**config.mk**
```make
export PLATFORM = sky130hd
export DESIGN_NAME = hilo_muldiv_ctrl
export DESIGN_NICKNAME = d
export VERILOG_FILES = /design/src/rtl/hilo_muldiv_ctrl_pkg.sv /design/src/rtl/hilo_muldiv_ctrl_div_core.sv /design/src/rtl/hilo_muldiv_ctrl.sv
export SDC_FILE = /design/constraint.sdc
export NUM_CORES = 2
export LEC_CHECK = 0
export BUFFER_PORTS_ARGS = -buffer_cell sky130_fd_sc_hd__buf_2
export CAP_MARGIN = 10
export CORE_MARGIN = 1.5
export CORE_UTILIZATION = 59
export CTS_BUF_LIST = sky130_fd_sc_hd__clkbuf_8 sky130_fd_sc_hd__clkbuf_16
export DETAILED_ROUTE_END_ITERATION = 12
export GPL_TIMING_DRIVEN = 0
export PLACE_DENSITY = 0.77
export SLEW_MARGIN = 20
export SYNTH_ARGS = -nofsm -noshare
export SYNTH_HDL_FRONTEND = slang
export SYNTH_HIERARCHICAL = 1
export SYNTH_SLANG_ARGS = --single-unit
```
**constraint.sdc**
```tcl
create_clock -name clk -period 25.4 [get_ports clk]
set_input_delay 3.81 -clock clk [delete_from_list [all_inputs] [get_ports clk]]
set_output_delay 3.81 -clock clk [all_outputs]
set_load 0.03 [all_outputs]
```
**src/rtl/hilo_muldiv_ctrl_pkg.sv**
```systemverilog
// Shared definitions for the HI/LO multiply/divide/move sequencer.
//   HiloDataW    : default operand / HI / LO width
//   hilo_op_e    : HI/LO writer op codes carried on op_i
//   hilo_state_e : controller FSM states
package hilo_muldiv_ctrl_pkg;

   localparam int unsigned HiloDataW = 32;

   typedef enum logic [2:0] {
      OpMult  = 3'd0,
      OpMultu = 3'd1,
      OpDiv   = 3'd2,
      OpDivu  = 3'd3,
      OpMthi  = 3'd4,
      OpMtlo  = 3'd5
   } hilo_op_e;

   typedef enum logic [1:0] {
      StIdle = 2'd0,
      StMul  = 2'd1,
      StDiv  = 2'd2,
      StDone = 2'd3
   } hilo_state_e;

   // Signed flavours of MULT/DIV.
   function automatic logic op_is_signed(logic [2:0] op);
      return (op == OpMult) || (op == OpDiv);
   endfunction

endpackage

```
**src/rtl/hilo_muldiv_ctrl_div_core.sv**
```systemverilog
// Iterative radix-2 restoring divider, one quotient bit per cycle.
// Ports:
//   clk, rst          : clock, synchronous active-high reset
//   start             : load operands and begin (pulse)
//   abort             : drop the running division
//   is_signed         : operands are two's complement
//   opa, opb          : dividend, divisor (divisor must be non-zero)
//   busy              : division in progress
//   done              : final step is being taken this cycle
//   quot, rem         : sign-corrected results, valid while done is high
module hilo_muldiv_ctrl_div_core
   import hilo_muldiv_ctrl_pkg::*;
#(
   parameter int unsigned DATA_W = HiloDataW
) (
   input  logic              clk,
   input  logic              rst,
   input  logic              start,
   input  logic              abort,
   input  logic              is_signed,
   input  logic [DATA_W-1:0] opa,
   input  logic [DATA_W-1:0] opb,
   output logic              busy,
   output logic              done,
   output logic [DATA_W-1:0] quot,
   output logic [DATA_W-1:0] rem
);

   localparam int unsigned CntW = $clog2(DATA_W);

   logic              busy_q;
   logic [CntW-1:0]   count_q;
   logic [DATA_W-1:0] rem_q;
   logic [DATA_W-1:0] quot_q;      // dividend shifts out the top, quotient in the bottom
   logic [DATA_W-1:0] divisor_q;
   logic              neg_q_q;
   logic              neg_r_q;

   logic              a_neg;
   logic              b_neg;
   logic [DATA_W-1:0] a_mag;
   logic [DATA_W-1:0] b_mag;
   logic [DATA_W:0]   shifted;
   logic [DATA_W:0]   diff;
   logic [DATA_W-1:0] rem_step;
   logic [DATA_W-1:0] quot_step;

   always_comb begin
      a_neg   = is_signed & opa[DATA_W-1];
      b_neg   = is_signed & opb[DATA_W-1];
      a_mag   = a_neg ? -opa : opa;
      b_mag   = b_neg ? -opb : opb;

      shifted = {rem_q, quot_q[DATA_W-1]};
      diff    = shifted - {1'b0, divisor_q};
      // Borrow out means the trial subtraction failed: restore.
      if (!diff[DATA_W]) begin
         rem_step  = diff[DATA_W-1:0];
         quot_step = {quot_q[DATA_W-2:0], 1'b1};
      end else begin
         rem_step  = shifted[DATA_W-1:0];
         quot_step = {quot_q[DATA_W-2:0], 1'b0};
      end

      busy = busy_q;
      done = busy_q & (count_q == CntW'(DATA_W - 1));
      // Results are taken from the step outputs so the controller can latch them
      // on the same edge that retires the final step.
      quot = neg_q_q ? -quot_step : quot_step;
      rem  = neg_r_q ? -rem_step : rem_step;
   end

   always_ff @(posedge clk) begin
      if (rst) begin
         busy_q    <= 1'b0;
         count_q   <= '0;
         rem_q     <= '0;
         quot_q    <= '0;
         divisor_q <= '0;
         neg_q_q   <= 1'b0;
         neg_r_q   <= 1'b0;
      end else if (abort) begin
         busy_q  <= 1'b0;
         count_q <= '0;
      end else if (start) begin
         busy_q    <= 1'b1;
         count_q   <= '0;
         rem_q     <= '0;
         quot_q    <= a_mag;
         divisor_q <= b_mag;
         neg_q_q   <= a_neg ^ b_neg;
         neg_r_q   <= a_neg;
      end else if (busy_q) begin
         rem_q   <= rem_step;
         quot_q  <= quot_step;
         count_q <= count_q + CntW'(1);
         if (done) begin
            busy_q <= 1'b0;
         end
      end
   end

endmodule

```
**src/rtl/hilo_muldiv_ctrl.sv**
```systemverilog
// HI/LO writer sequencer: MULT/MULTU, DIV/DIVU and MTHI/MTLO.
// Stalls EX while an op runs, then pulses one HI/LO write.
// Ports:
//   clk, rst          : clock, synchronous active-high reset
//   start_i, op_i     : EX holds a HI/LO op (held until stall_o is low)
//   opa_i, opb_i      : rs / rt values
//   hi_i, lo_i        : current HI / LO (the half MTxx keeps)
//   annul_i           : flush, abort any op without writing
//   stall_o           : combinational pipeline stall request
//   hilo_we_o         : one-cycle HI/LO write enable
//   hi_o, lo_o        : HI / LO write data, held between writes
module hilo_muldiv_ctrl
   import hilo_muldiv_ctrl_pkg::*;
#(
   parameter int unsigned DATA_W = HiloDataW
) (
   input  logic              clk,
   input  logic              rst,
   input  logic              start_i,
   input  logic [2:0]        op_i,
   input  logic [DATA_W-1:0] opa_i,
   input  logic [DATA_W-1:0] opb_i,
   input  logic [DATA_W-1:0] hi_i,
   input  logic [DATA_W-1:0] lo_i,
   input  logic              annul_i,
   output logic              stall_o,
   output logic              hilo_we_o,
   output logic [DATA_W-1:0] hi_o,
   output logic [DATA_W-1:0] lo_o
);

   hilo_state_e       state_q, state_d;
   logic [DATA_W-1:0] hi_q, hi_d;
   logic [DATA_W-1:0] lo_q, lo_d;
   logic [DATA_W-1:0] opa_q, opa_d;
   logic [DATA_W-1:0] opb_q, opb_d;
   logic              mul_signed_q, mul_signed_d;

   logic [2*DATA_W-1:0] mul_a;
   logic [2*DATA_W-1:0] mul_b;
   logic [2*DATA_W-1:0] prod;

   logic              div_start;
   logic              div_busy;
   logic              div_done;
   logic [DATA_W-1:0] div_quot;
   logic [DATA_W-1:0] div_rem;

   // Extending both operands to 2*DATA_W makes the low half of a plain
   // multiply correct for both signed and unsigned products.
   always_comb begin
      mul_a = {{DATA_W{mul_signed_q & opa_q[DATA_W-1]}}, opa_q};
      mul_b = {{DATA_W{mul_signed_q & opb_q[DATA_W-1]}}, opb_q};
      prod  = mul_a * mul_b;
   end

   hilo_muldiv_ctrl_div_core #(
      .DATA_W (DATA_W)
   ) u_div_core (
      .clk       (clk),
      .rst       (rst),
      .start     (div_start),
      .abort     (annul_i),
      .is_signed (op_is_signed(op_i)),
      .opa       (opa_i),
      .opb       (opb_i),
      .busy      (div_busy),
      .done      (div_done),
      .quot      (div_quot),
      .rem       (div_rem)
   );

   always_comb begin
      state_d      = state_q;
      hi_d         = hi_q;
      lo_d         = lo_q;
      opa_d        = opa_q;
      opb_d        = opb_q;
      mul_signed_d = mul_signed_q;
      div_start    = 1'b0;
      stall_o      = 1'b0;
      hilo_we_o    = 1'b0;

      if (rst) begin
         state_d = StIdle;
      end else if (annul_i) begin
         state_d = StIdle;
      end else begin
         unique case (state_q)
            StIdle: begin
               if (start_i) begin
                  case (op_i)
                     OpMult, OpMultu: begin
                        stall_o      = 1'b1;
                        opa_d        = opa_i;
                        opb_d        = opb_i;
                        mul_signed_d = op_is_signed(op_i);
                        state_d      = StMul;
                     end
                     OpDiv, OpDivu: begin
                        stall_o = 1'b1;
                        if (opb_i == '0) begin
                           // Divide by zero: no trap, fixed result.
                           hi_d    = opa_i;
                           lo_d    = '1;
                           state_d = StDone;
                        end else begin
                           div_start = 1'b1;
                           state_d   = StDiv;
                        end
                     end
                     OpMthi: begin
                        hi_d    = opa_i;
                        lo_d    = lo_i;
                        state_d = StDone;
                     end
                     OpMtlo: begin
                        hi_d    = hi_i;
                        lo_d    = opa_i;
                        state_d = StDone;
                     end
                     default: ;
                  endcase
               end
            end
            StMul: begin
               stall_o = 1'b1;
               hi_d    = prod[2*DATA_W-1:DATA_W];
               lo_d    = prod[DATA_W-1:0];
               state_d = StDone;
            end
            StDiv: begin
               stall_o = 1'b1;
               if (div_done) begin
                  hi_d    = div_rem;
                  lo_d    = div_quot;
                  state_d = StDone;
               end else if (!div_busy) begin
                  state_d = StIdle;
               end
            end
            StDone: begin
               // Stall is low here so the op retires with its write; a start_i
               // still high in this cycle belongs to the same op.
               hilo_we_o = 1'b1;
               state_d   = StIdle;
            end
            default: state_d = StIdle;
         endcase
      end
   end

   always_ff @(posedge clk) begin
      if (rst) begin
         state_q      <= StIdle;
         hi_q         <= '0;
         lo_q         <= '0;
         opa_q        <= '0;
         opb_q        <= '0;
         mul_signed_q <= 1'b0;
      end else begin
         state_q      <= state_d;
         hi_q         <= hi_d;
         lo_q         <= lo_d;
         opa_q        <= opa_d;
         opb_q        <= opb_d;
         mul_signed_q <= mul_signed_d;
      end
   end

   assign hi_o = hi_q;
   assign lo_o = lo_q;

endmodule

```
==> qor.yml <==
clock-sinks: 235
placed_cells_incl_taps: 7750
p_int_mw: 0.7304
syn-instance-count: 6373
fin_worst_hold_slack_ns: 0.4543
die_height_um: 305.9
synthTopCellsByArea: "sky130_fd_sc_hd__fa_1 42%, sky130_fd_sc_hd__dfxtp_1 8.7%, sky130_fd_sc_hd__inv_1 8.3%"
tightest_hold_check_type: "flip-flop to flip-flop"
final_worst_path_period_need_ns: 10.54
worst_slew_pin_slew_ns: 1.348
gr-total-overflow: 0
async_reset_ff_frac: 0
ys.warnings.count: 6
hold-path-cell-count: 2
rr_worst_depth: 28
floorplan.die_area_um2: 93560
finalNetCount: 8122
tritoncts: "yes"
cts-htree-levels: 1
syn_area_per_cell_um2: 8.492
worst-setup-path-type: "flip-flop to flip-flop"
grt_pass1_vias: 48824
cpMostUsedCell: "sky130_fd_sc_hd__fa_1"
max_clock_buf_depth: 3
holdBufCountCts: 0
synthDistinctLibCells: 105
max_slew_margin: 0.1013
gp_congestion: 1.083
coreArea_um2: 90420
groute.usage.overall: 0.4832
synth_fp_nets: 7892
insertion_delay_ns: 0.59
setup_total_negative_slack_ns: 0
sw_frac_of_total: 0.3869
cts_inserted_buffers: 27
postSynthRegisterBits: 235
sequentialPowerShare: 0.333
worst_setup_path_end_kind: "flip-flop"
outcome: "complete, no violations"
total_area_of_sequential_cells_um2: 4705
crit_path_max_fanout: 10
mappedNetlistArea_um2: 54120
final.setup.worst_slack_ns: 14.86
fmax_mhz: 94.90
dp_hpwl_um: 185100
critical_path.reg2reg.endpoint: "hi_o[30]"
worstPathArrival_ns: 11.06
route.final.wire_length_um: 224500
num_vias: 49105
grt_pass1_wl_um: 324600
fillCellCount: 8042
cpLargestDelayFamily: "adder cells"
rsz0062_at_grt: "no"
multi_input_area_um2: 43410
yosysSeqAreaShare: 0.08692
buffers_plus_inverters_on_the_worst_setup_path: 10
drt_drc_violations_left: 0
power.clock.fraction: 0.362
timing.final.crit_share: 0.4148
placement.io_buffers: 200
num_rows: 110
synth-edff-count: 0
yosys.area.top_type: "sky130_fd_sc_hd__fa_1"
critPathMaxStageDelay_ns: 0.91
final_cell_count_no_fill: 7829
worstHoldStart: "lo_o[24]"
cp_num_cells: 28
dieWidth_um: 305.9
path_clk_slew_ns: 0.06
cellLeakagePower_nw: 26.73
post-cts-setup-buffer-count: 0
starting_utilization_of_the_core_area: 0.5985
drv_cap: 0
layout.cells.most_common: "sky130_fd_sc_hd__inv_1"
finalMaxSlewViolations: 0
final_cell_mix: "1,195 x sky130_fd_sc_hd__inv_1, 1,125 x sky130_fd_sc_hd__fa_1, 1,052 x sky130_fd_sc_hd__nand2_1"
clock-root-buffer: "sky130_fd_sc_hd__clkbuf_16"
power.share.combinational: 0.304
drive_gt1_frac: 0.05332
timing.critical_path.from_type: "flip-flop"
worstReg2RegStart: "opa_q[31]"
critical_path_required_ns: 25.93
setup_viol: 0
final-hold-violation-count: 0
netlist.area_leader.share: 0.4165
detail_route.wl_per_cell_um: 28.67
crit_path_top_delay_cell: "sky130_fd_sc_hd__fa_1"
peakVddDrop_mv: 0.05476
areaGrowthSynthToFinish_pct: 6.501
stdcell_area_um2: 57640
power.density_cell_area_nw_per_um2: 20.67
drt_pre_antenna_iters: 8
antenna_found_initial: 27
number_of_cells_upsized_or_downsized_after_cts: 0
num_io_pins: 201
hold-path-endpoint: "lo_o[24]"
grt_max_degree: 25
psw_mw: 0.4609
pre_cts_slack_ns: 15.20
detail-route-antenna-nets: 0
rrSetupSlack_ns: 14.86
detailedRoute.firstIterationViolations: 5999
average_vias_per_placed_instance: 6.272
dpl-instance-area_um2: 56620
final.setup_skew_ns: 0.01985
ys.flop_type: "sky130_fd_sc_hd__dfxtp_1"
flip-flops by register name, indices dropped and copies added, names as in the netlist, 2 cells and up:
register / count
u_div_core/rem_q: 32
state_q: 2
opa_q: 32
u_div_core/divisor_q: 32
hi_o: 32
u_div_core/quot_q: 32
u_div_core/count_q: 5
opb_q: 32
lo_o: 32
power groups by stage:
stage	logic, mW	registers, mW	clock network [mW]
after global routing	0.372	0.396	0.441
after global placement	0.341	0.403	0
after CTS	0.344	0.395	0.427
final	0.363	0.397	0.432
after detailed placement	0.342	0.403	0
after floorplan	0.186	0.408	0
worst reg2reg max path, delay by kind of cell (launching register included):
| kind | cells | cell delay (ns) |
|---|---|---|
| fa+ha+maj | 9 | 4.70 |
| simple gates | 5 | 1.82 |
| buf+inv | 10 | 2.65 |
| compound gates | 4 | 1.03 |
| flops | 1 | 0.30 |
synthesized netlist by cell type, types with 46 or more instances:
| cell | instances |
|---|---|
| sky130_fd_sc_hd__clkbuf_1 | 355 |
| sky130_fd_sc_hd__o21ai_0 | 124 |
| sky130_fd_sc_hd__nor4_1 | 46 |
| sky130_fd_sc_hd__dfxtp_1 | 235 |
| sky130_fd_sc_hd__nand3_1 | 54 |
| sky130_fd_sc_hd__nor2_1 | 293 |
| sky130_fd_sc_hd__ha_1 | 258 |
| sky130_fd_sc_hd__a211oi_1 | 72 |
| sky130_fd_sc_hd__xor2_1 | 66 |
| sky130_fd_sc_hd__inv_1 | 1194 |
| sky130_fd_sc_hd__xnor2_1 | 115 |
| sky130_fd_sc_hd__and2_1 | 358 |
| sky130_fd_sc_hd__nor3_1 | 58 |
| sky130_fd_sc_hd__nand2_1 | 1052 |
| sky130_fd_sc_hd__a21oi_1 | 272 |
| sky130_fd_sc_hd__fa_1 | 1126 |
final cells by class:
| class | count | area share |
|---|---|---|
| antenna | 32 | 0.001389 |
| buffer | 389 | 0.02676 |
| clock buffer | 33 | 0.01315 |
| clock inverter | 14 | 0.002996 |
| inverter | 1195 | 0.07782 |
| multi-input combinational | 4554 | 0.7532 |
| sequential | 235 | 0.08162 |
| tap | 1176 | 0.02553 |
| timing repair buffer | 201 | 0.01756 |
per-layer routing:
metal	GRT usage	up-vias	part of all wire
met5	0.005685	-	0.0016
met4	0.3281	24	0.085
li1	-	20243	-
met3	0.1880	887	0.15
met1	0.6065	24392	0.36
met2	0.6880	3559	0.41
cells by family after synthesis:
kind of cell | share of synthesized area
xor gates and xnor gates | 0.02980
adders and majority gates | 0.4761
muxes | 0.01022
buffers and inverters | 0.1110
AOI/OAI and AO/OA | 0.1061
and+or+nand+nor | 0.1798
DFF | 0.08692
through the flow:
| step | utilization | total power [mW] |
|---|---|---|
| 2_1_floorplan | - | 0.5941 |
| 3_3_place_gp | 0.6259 | 0.7438 |
| 3_5_place_dp | 0.6262 | 0.7449 |
| 4_1_cts | 0.6365 | 1.165 |
| 5_1_grt | 0.6369 | 1.209 |
| 6_report | 0.6374 | 1.191 |
how the worst max path moves through the flow:
stage,startpoint,end
final,opa_q[31],hi_o[30]
after global routing,opa_q[31],hi_o[30]
after CTS,opa_q[31],hi_o[30]
after detailed placement,opa_q[31],hi_o[30]
after global placement,opb_q[12],hi_o[30]
after floorplan,rst,stall_o
Note: power is estimated with default switching activity, not from simulation.
